$ cat config.mk
export PLATFORM = sky130hd
export DESIGN_NAME = n64_vbus_demux
export DESIGN_NICKNAME = d
export VERILOG_FILES = /design/src/rtl/n64_vbus_demux.sv
export SDC_FILE = /design/constraint.sdc
export NUM_CORES = 1
export LEC_CHECK = 0
export ABC_AREA = 1
export BUFFER_PORTS_ARGS = -buffer_cell sky130_fd_sc_hd__buf_2
export CAP_MARGIN = 20
export CORE_UTILIZATION = 51
export CTS_BUF_LIST = sky130_fd_sc_hd__clkbuf_4
export DETAILED_ROUTE_END_ITERATION = 16
export PLACE_DENSITY = 0.82
export SKIP_CTS_REPAIR_TIMING = 1
export SYNTH_ARGS = -nofsm -noshare
export SYNTH_HDL_FRONTEND = slang
export SYNTH_SLANG_ARGS = --single-unit
$ cat constraint.sdc
create_clock -name VCLK -period 2.1 [get_ports VCLK]
set_input_delay 0.42 -clock VCLK [delete_from_list [all_inputs] [get_ports VCLK]]
set_output_delay 0.42 -clock VCLK [all_outputs]
set_load 0.005 [all_outputs]
$ cat src/rtl/n64_vbus_demux.sv
// Demultiplexes the N64 video bus into sync history and 21-bit RGB pixels, and
// tracks 4-cycle framing lock with a saturating framing-error counter.
module n64_vbus_demux #(
    parameter int unsigned LOCK_CNT = 4
) (
    input  logic        VCLK,
    input  logic        RST,
    input  logic        nVDSYNC,
    input  logic [6:0]  D_i,
    input  logic        err_clr,
    output logic        nVDSYNC_o,
    output logic [3:0]  Sync_pre,
    output logic [3:0]  Sync_cur,
    output logic [24:0] vdata_o,
    output logic        vdata_valid,
    output logic        locked,
    output logic [7:0]  err_cnt
);

    typedef enum logic {ST_UNLOCKED, ST_LOCKED} state_t;

    localparam logic [3:0] LOCK_TGT = 4'(LOCK_CNT);

    state_t      state_q, state_d;
    logic [3:0]  good_cnt_q, good_cnt_d;
    logic [2:0]  gap_q, gap_d;
    logic [3:0]  sync_pre_q, sync_cur_q;
    logic        nvdsync_q;
    logic [6:0]  r_tmp_q, g_tmp_q;
    logic [24:0] vdata_q;
    logic        vdata_valid_q;
    logic [7:0]  err_cnt_q, err_cnt_d;

    logic sync_lo, good_sync, frame_err, pix_done;

    always_comb begin
        sync_lo   = ~nVDSYNC;
        good_sync = sync_lo && (gap_q == 3'd3);
        // Timeout fires only on the 6->7 step, so a stuck-high strobe costs one error.
        frame_err = (sync_lo && (gap_q != 3'd3)) || (!sync_lo && (gap_q == 3'd6));
        pix_done  = !sync_lo && (gap_q == 3'd2);
        gap_d     = sync_lo ? 3'd0 : ((gap_q == 3'd7) ? 3'd7 : gap_q + 3'd1);
    end

    always_comb begin
        state_d    = state_q;
        good_cnt_d = good_cnt_q;
        case (state_q)
            ST_UNLOCKED: begin
                if (frame_err) begin
                    good_cnt_d = 4'd0;
                end else if (good_sync) begin
                    if (good_cnt_q + 4'd1 == LOCK_TGT) begin
                        state_d    = ST_LOCKED;
                        good_cnt_d = 4'd0;
                    end else begin
                        good_cnt_d = good_cnt_q + 4'd1;
                    end
                end
            end
            ST_LOCKED: begin
                if (frame_err) begin
                    state_d    = ST_UNLOCKED;
                    good_cnt_d = 4'd0;
                end
            end
            default: begin
                state_d    = ST_UNLOCKED;
                good_cnt_d = 4'd0;
            end
        endcase
    end

    always_comb begin
        err_cnt_d = err_cnt_q;
        if (err_clr) begin
            err_cnt_d = 8'd0;
        end else if (frame_err && (err_cnt_q != 8'hFF)) begin
            err_cnt_d = err_cnt_q + 8'd1;
        end
    end

    // Syncs reset to all-ones (inactive) so downstream edge detectors see nothing.
    always_ff @(posedge VCLK or posedge RST) begin
        if (RST) begin
            state_q       <= ST_UNLOCKED;
            good_cnt_q    <= 4'd0;
            gap_q         <= 3'd7;
            sync_pre_q    <= 4'hF;
            sync_cur_q    <= 4'hF;
            nvdsync_q     <= 1'b1;
            r_tmp_q       <= 7'd0;
            g_tmp_q       <= 7'd0;
            vdata_q       <= 25'd0;
            vdata_valid_q <= 1'b0;
            err_cnt_q     <= 8'd0;
        end else begin
            state_q       <= state_d;
            good_cnt_q    <= good_cnt_d;
            gap_q         <= gap_d;
            nvdsync_q     <= nVDSYNC;
            err_cnt_q     <= err_cnt_d;
            vdata_valid_q <= pix_done && (state_q == ST_LOCKED);
            if (sync_lo) begin
                sync_cur_q <= D_i[3:0];
                sync_pre_q <= sync_cur_q;
            end else begin
                if (gap_q == 3'd0) r_tmp_q <= D_i;
                if (gap_q == 3'd1) g_tmp_q <= D_i;
                if (pix_done)      vdata_q <= {sync_cur_q, r_tmp_q, g_tmp_q, D_i};
            end
        end
    end

    assign nVDSYNC_o   = nvdsync_q;
    assign Sync_pre    = sync_pre_q;
    assign Sync_cur    = sync_cur_q;
    assign vdata_o     = vdata_q;
    assign vdata_valid = vdata_valid_q;
    assign locked      = (state_q == ST_LOCKED);
    assign err_cnt     = err_cnt_q;

endmodule

* Word-level counts from Yosys, hierarchy flattened
Cells that the tools add are included.
Word-level totals: register bits 65, input port bits 11, output and inout port bits 44, logic and storage cells 53
Operators by class: add/subtract/negate cells 3, equality and inequality tests 10, multiplexer cells 14, bitwise logic cells 2, reductions and logical operators 13
Operators by type and width (number):
- 4-bit two-way mux | 4
- 8-bit two-way mux | 2
- 8-bit by 1-bit adder with 8-bit output, second input constant | 1
- 8-bit != test, second input constant | 1
- 4-bit case mux with 2 select lines | 1
- 2-bit AND reduction | 4
- 3-bit by 2-bit == test with 1-bit output, second input constant | 2
- 3-bit == test, second input constant | 2
- 1-bit logical AND | 6
- 3-bit two-way mux | 2
- 4-bit by 1-bit adder with 4-bit output, second input constant | 1
- 4-bit by 3-bit == test with 1-bit output, second input constant | 1
- 1-bit two-way mux | 4
- 3-bit by 1-bit adder with 3-bit output, second input constant | 1
- 3-bit by 1-bit == test with 1-bit output, second input constant | 1
- 3-bit zero test | 1
- 3-bit by 2-bit != test with 1-bit output, second input constant | 1
- 3-bit != test, second input constant | 1
- 2-bit by 1-bit != test with 1-bit output, second input constant | 1
- 1-bit NOT | 2
- 1-bit case mux with 2 select lines | 1
- 2-bit nonzero test | 1
- 1-bit logical OR | 1

* Logic depth before layout (Yosys ltp)
word-level depth 6, mapped depth 9, mapped depth without buffers 9

* Worst setup path before layout
No wires, ideal clock.
kind register -> register, start reg gap_q[0], end reg vdata_q[13] (netlist: vdata_o[13]), library setup time 0.125 ns, arrival time 1.427 ns, data required time 1.975 ns, slack 0.548 ns, stages on the path, launching flop included 6, path buffers 1, clock period less this slack 1.552 ns, cell sequence dfstp_2 inv_1 ha_1 nand3_4 buf_6 mux2_4
On the way: longest elaborated chain between the ends 3
Ends and longest elaborated chain:
- start, declared | line 26 | logic [2:0] gap_q, gap_d;
- start signal, assigned | line 100 | gap_q <= gap_d;
- 3-bit by 2-bit == test with 1-bit output | line 41 | pix_done = !sync_lo && (gap_q == 3'd2);
- 1-bit logical AND | line 41
- 2-bit AND reduction (no source line)
- end signal, assigned | line 110 | if (pix_done) vdata_q <= {sync_cur_q, r_tmp_q, g_tmp_q, D_i};
- end, declared | line 30 | logic [24:0] vdata_q;
No other way between the ends. A chain may end at the register's enable or synchronous reset.

* Worst setup path in the final report
start reg gap_q[0], end reg vdata_q[20] (netlist: vdata_o[20])
Same word-level chain as after synthesis.

==> flow_summary.json <==
{
  "outcome": "finished, violations left",
  "violations": "negative hold slack",
  "synthDistinctLibCells": 27,
  "post-place-ws_ns": 0.3524,
  "routedWlPerCell_um": 12.60,
  "vdd_drop_max_mv": 0.4706,
  "dp_hpwl_um": 3694,
  "cts_tree": "done",
  "die_h_um": 75.80,
  "ys.flop_type": "dfrtp_1",
  "gr-total-overflow": 0,
  "syn_avg_cell_area_um2": 10.14,
  "arrival_ns": 2.04,
  "hold_class": "in -> async",
  "area_growth_pct": 17.25,
  "final_nets": 354,
  "firstDrtPassIters": 4,
  "period_share_pct": 82.64,
  "die_w_um": 75.80,
  "relSlewSlack_pct": 68.63,
  "routed_wl_um": 5177,
  "hold_viol_final": 6,
  "io_buffers": 54,
  "num_rows": 26,
  "synth_area_leader_cell": "dfrtp_1",
  "critPathKind": "reg -> reg",
  "yosys.cell_count.top_type": "nand2_1",
  "synth-seq-cells": 65,
  "drt_iter0_markers": 84,
  "detail-route-antenna-nets": 0,
  "core_mm2": 0.005172,
  "p_per_area_mw_per_mm2": 989.3,
  "rsz0062_at_grt": "no",
  "cp_max_fo": 37,
  "holdWs_ns": -0.009813,
  "vias": 2017,
  "numCtsBuffers": 9,
  "finalWeightedCongestion": 0.7775,
  "end_kind": "flip-flop",
  "final-setup-viol-count": 0,
  "synthCells": 274,
  "drv_slew": 0,
  "synth_area_mm2": 0.002778,
  "drc": 0,
  "io_pins": 55,
  "antenna_found_initial": 0,
  "p_leak_nw": 1.724,
  "vias_per_cell": 4.908,
  "diodes": 0,
  "finClkSkew_ns": 0.01680,
  "r2r_start": "gap_q[0]$_DFF_PP1_",
  "synth-async-reset-ratio_pct": 100.0,
  "layout_setup_ws_ns": 0.3645,
  "yosysSeqAreaShare_pct": 59.10,
  "r2r_cells": 4,
  "synthesis.nets": 292,
  "cts.path.max_buffers": 2,
  "cap_violations": 0,
  "grt_pass1_wl_um": 8562,
  "clock_tree.htree_level_count": 3,
  "tns_ns": 0,
  "synth_common_cells": "75 x nand2_1, 53 x dfrtp_1, 33 x o21ai_0",
  "fmax_mhz": 576.2,
  "yosysWarnings": 0,
  "clock_latency_ns": 0.42,
  "layout-drive-gt1-share_pct": 31.96,
  "die-area_mm2": 0.005746,
  "synth_top_area_share_pct": 47.75,
  "grt_max_degree": 38,
  "r2r_end": "vdata_o[20]$_DFFE_PP0P_",
  "root_buffer": "clkbuf_4",
  "fin_crit_ns": 1.735,
  "start_util_pct": 53.70,
  "grtUsageTotal_pct": 20.81,
  "cts_num_sinks": 65,
  "synthTopCellsByArea": "dfrtp_1 48%, dfstp_2 11%, nand2_1 10%",
  "fillers": 436,
  "cp.required_ns": 2.40,
  "startpoint_type": "flip-flop",
  "grt_pass1_vias": 1928,
  "synth_edf_count": 0,
  "worst_pin_slew_ns": 0.4693,
  "cts.clk_slew.worst_paths_ns": 0.12,
  "regToRegSetupSlack_ns": 0.36
}
sequential cells by signal (all words and copies together) (netlist names):
| signal | cells |
|---|---|
| Sync_cur | 4 |
| gap_q | 3 |
| good_cnt_q | 4 |
| Sync_pre | 4 |
| vdata_o | 25 |
| g_tmp_q | 7 |
| err_cnt | 8 |
| r_tmp_q | 7 |
| vdata_valid | 1 |
| locked | 1 |
| nVDSYNC_o | 1 |
critical path, stage by stage (launching register included):
cell and delay [ns]:
dfstp_2 0.57, inv_1 0.07, ha_1 0.25, nand3_4 0.37, mux2_2 0.39
cell type report:
cell class / instances / area [um^2] / area share (%)
inverters: 26 / 101.3 / 3.112
clock buffers: 9 / 67.56 / 2.075
repair buffers: 58 / 300.3 / 9.220
clock inverters: 7 / 70.07 / 2.151
well taps: 70 / 87.58 / 2.689
multi-input cells: 176 / 988.4 / 30.35
flip-flops and latches: 65 / 1642 / 50.40
cells in the final DEF, fill, tap and decap left out:
master       n
a21oi_1      3
buf_2       54
buf_4        4
bufinv_16    1
clkbuf_4     9
clkinv_2     4
clkinv_4     1
clkinvlp_4   1
dfrtp_1     53
dfstp_2     12
ha_1         7
inv_1       22
inv_2        2
inv_4        1
inv_6        1
mux2_2       7
mux2_4       7
nand2_1     75
nand2_2      1
nand2_4      1
nand3_1     11
nand3_2      1
nand3_4      1
nand4_1      5
nor2_1      14
nor3_1       1
o21ai_0     33
o21ai_1      2
o21bai_1     2
or2_2        1
xor2_1       4
worst max path at each step:
stage                                         end               start  slack (ns)  depth (start not counted)
final                     vdata_o[20]$_DFFE_PP0P_  gap_q[0]$_DFF_PP1_        0.36                          4
after global routing      vdata_o[10]$_DFFE_PP0P_  gap_q[0]$_DFF_PP1_        0.27                          4
after CTS                 vdata_o[11]$_DFFE_PP0P_  gap_q[0]$_DFF_PP1_        0.35                          4
after detailed placement  vdata_o[11]$_DFFE_PP0P_  gap_q[0]$_DFF_PP1_        0.35                          4
after global placement    vdata_o[20]$_DFFE_PP0P_  gap_q[0]$_DFF_PP1_        0.39                          4
after floorplan            err_cnt[0]$_DFFE_PP0P_                 RST        0.07                          1
per-layer routing:
metal	wire (um)	global-route usage, %	share of wire (%)
met5	0	0	0
met4	73	8.436	1.4
met3	272	8.333	5.3
met2	2442	33.33	47
met1	2389	25.13	46
where the power goes:
part           switching, W  internal, W
Combinational      0.000301     0.000367
Sequential         0.000167      0.00156
Clock              0.000467     0.000362
per-stage QoR:
step | utilization, % | instance area, um^2 | std cells | hold WS (ns) | power [W]
finish | 62.97 | 3257 | 411 | -0.009813 | 0.003222
global route | 62.97 | 3257 | 411 | 0.001546 | 0.003462
CTS | 62.97 | 3257 | 411 | -0.01303 | 0.003261
detailed placement | 60.30 | 3119 | 395 | 0.4547 | 0.002425
global placement | 60.30 | 3119 | 395 | 0.4520 | 0.002382
floorplan | - | 2778 | 274 | 0.4245 | 0.002098
logic make-up (layout without fill, tap and decap cells):
group                      count (synthesis)  count (layout)  synth area share, %
muxes                                     14              14                6.622
and+or+nand+nor                          111             111                17.16
buffers and inverters                     33             100                5.315
AOI/OAI and AO/OA                         40              40                7.387
adders and majority gates                  7               7                3.153
DFF                                       65              65                59.10
xor gates and xnor gates                   4               4                1.261
Power figures use the tool's default switching activity.
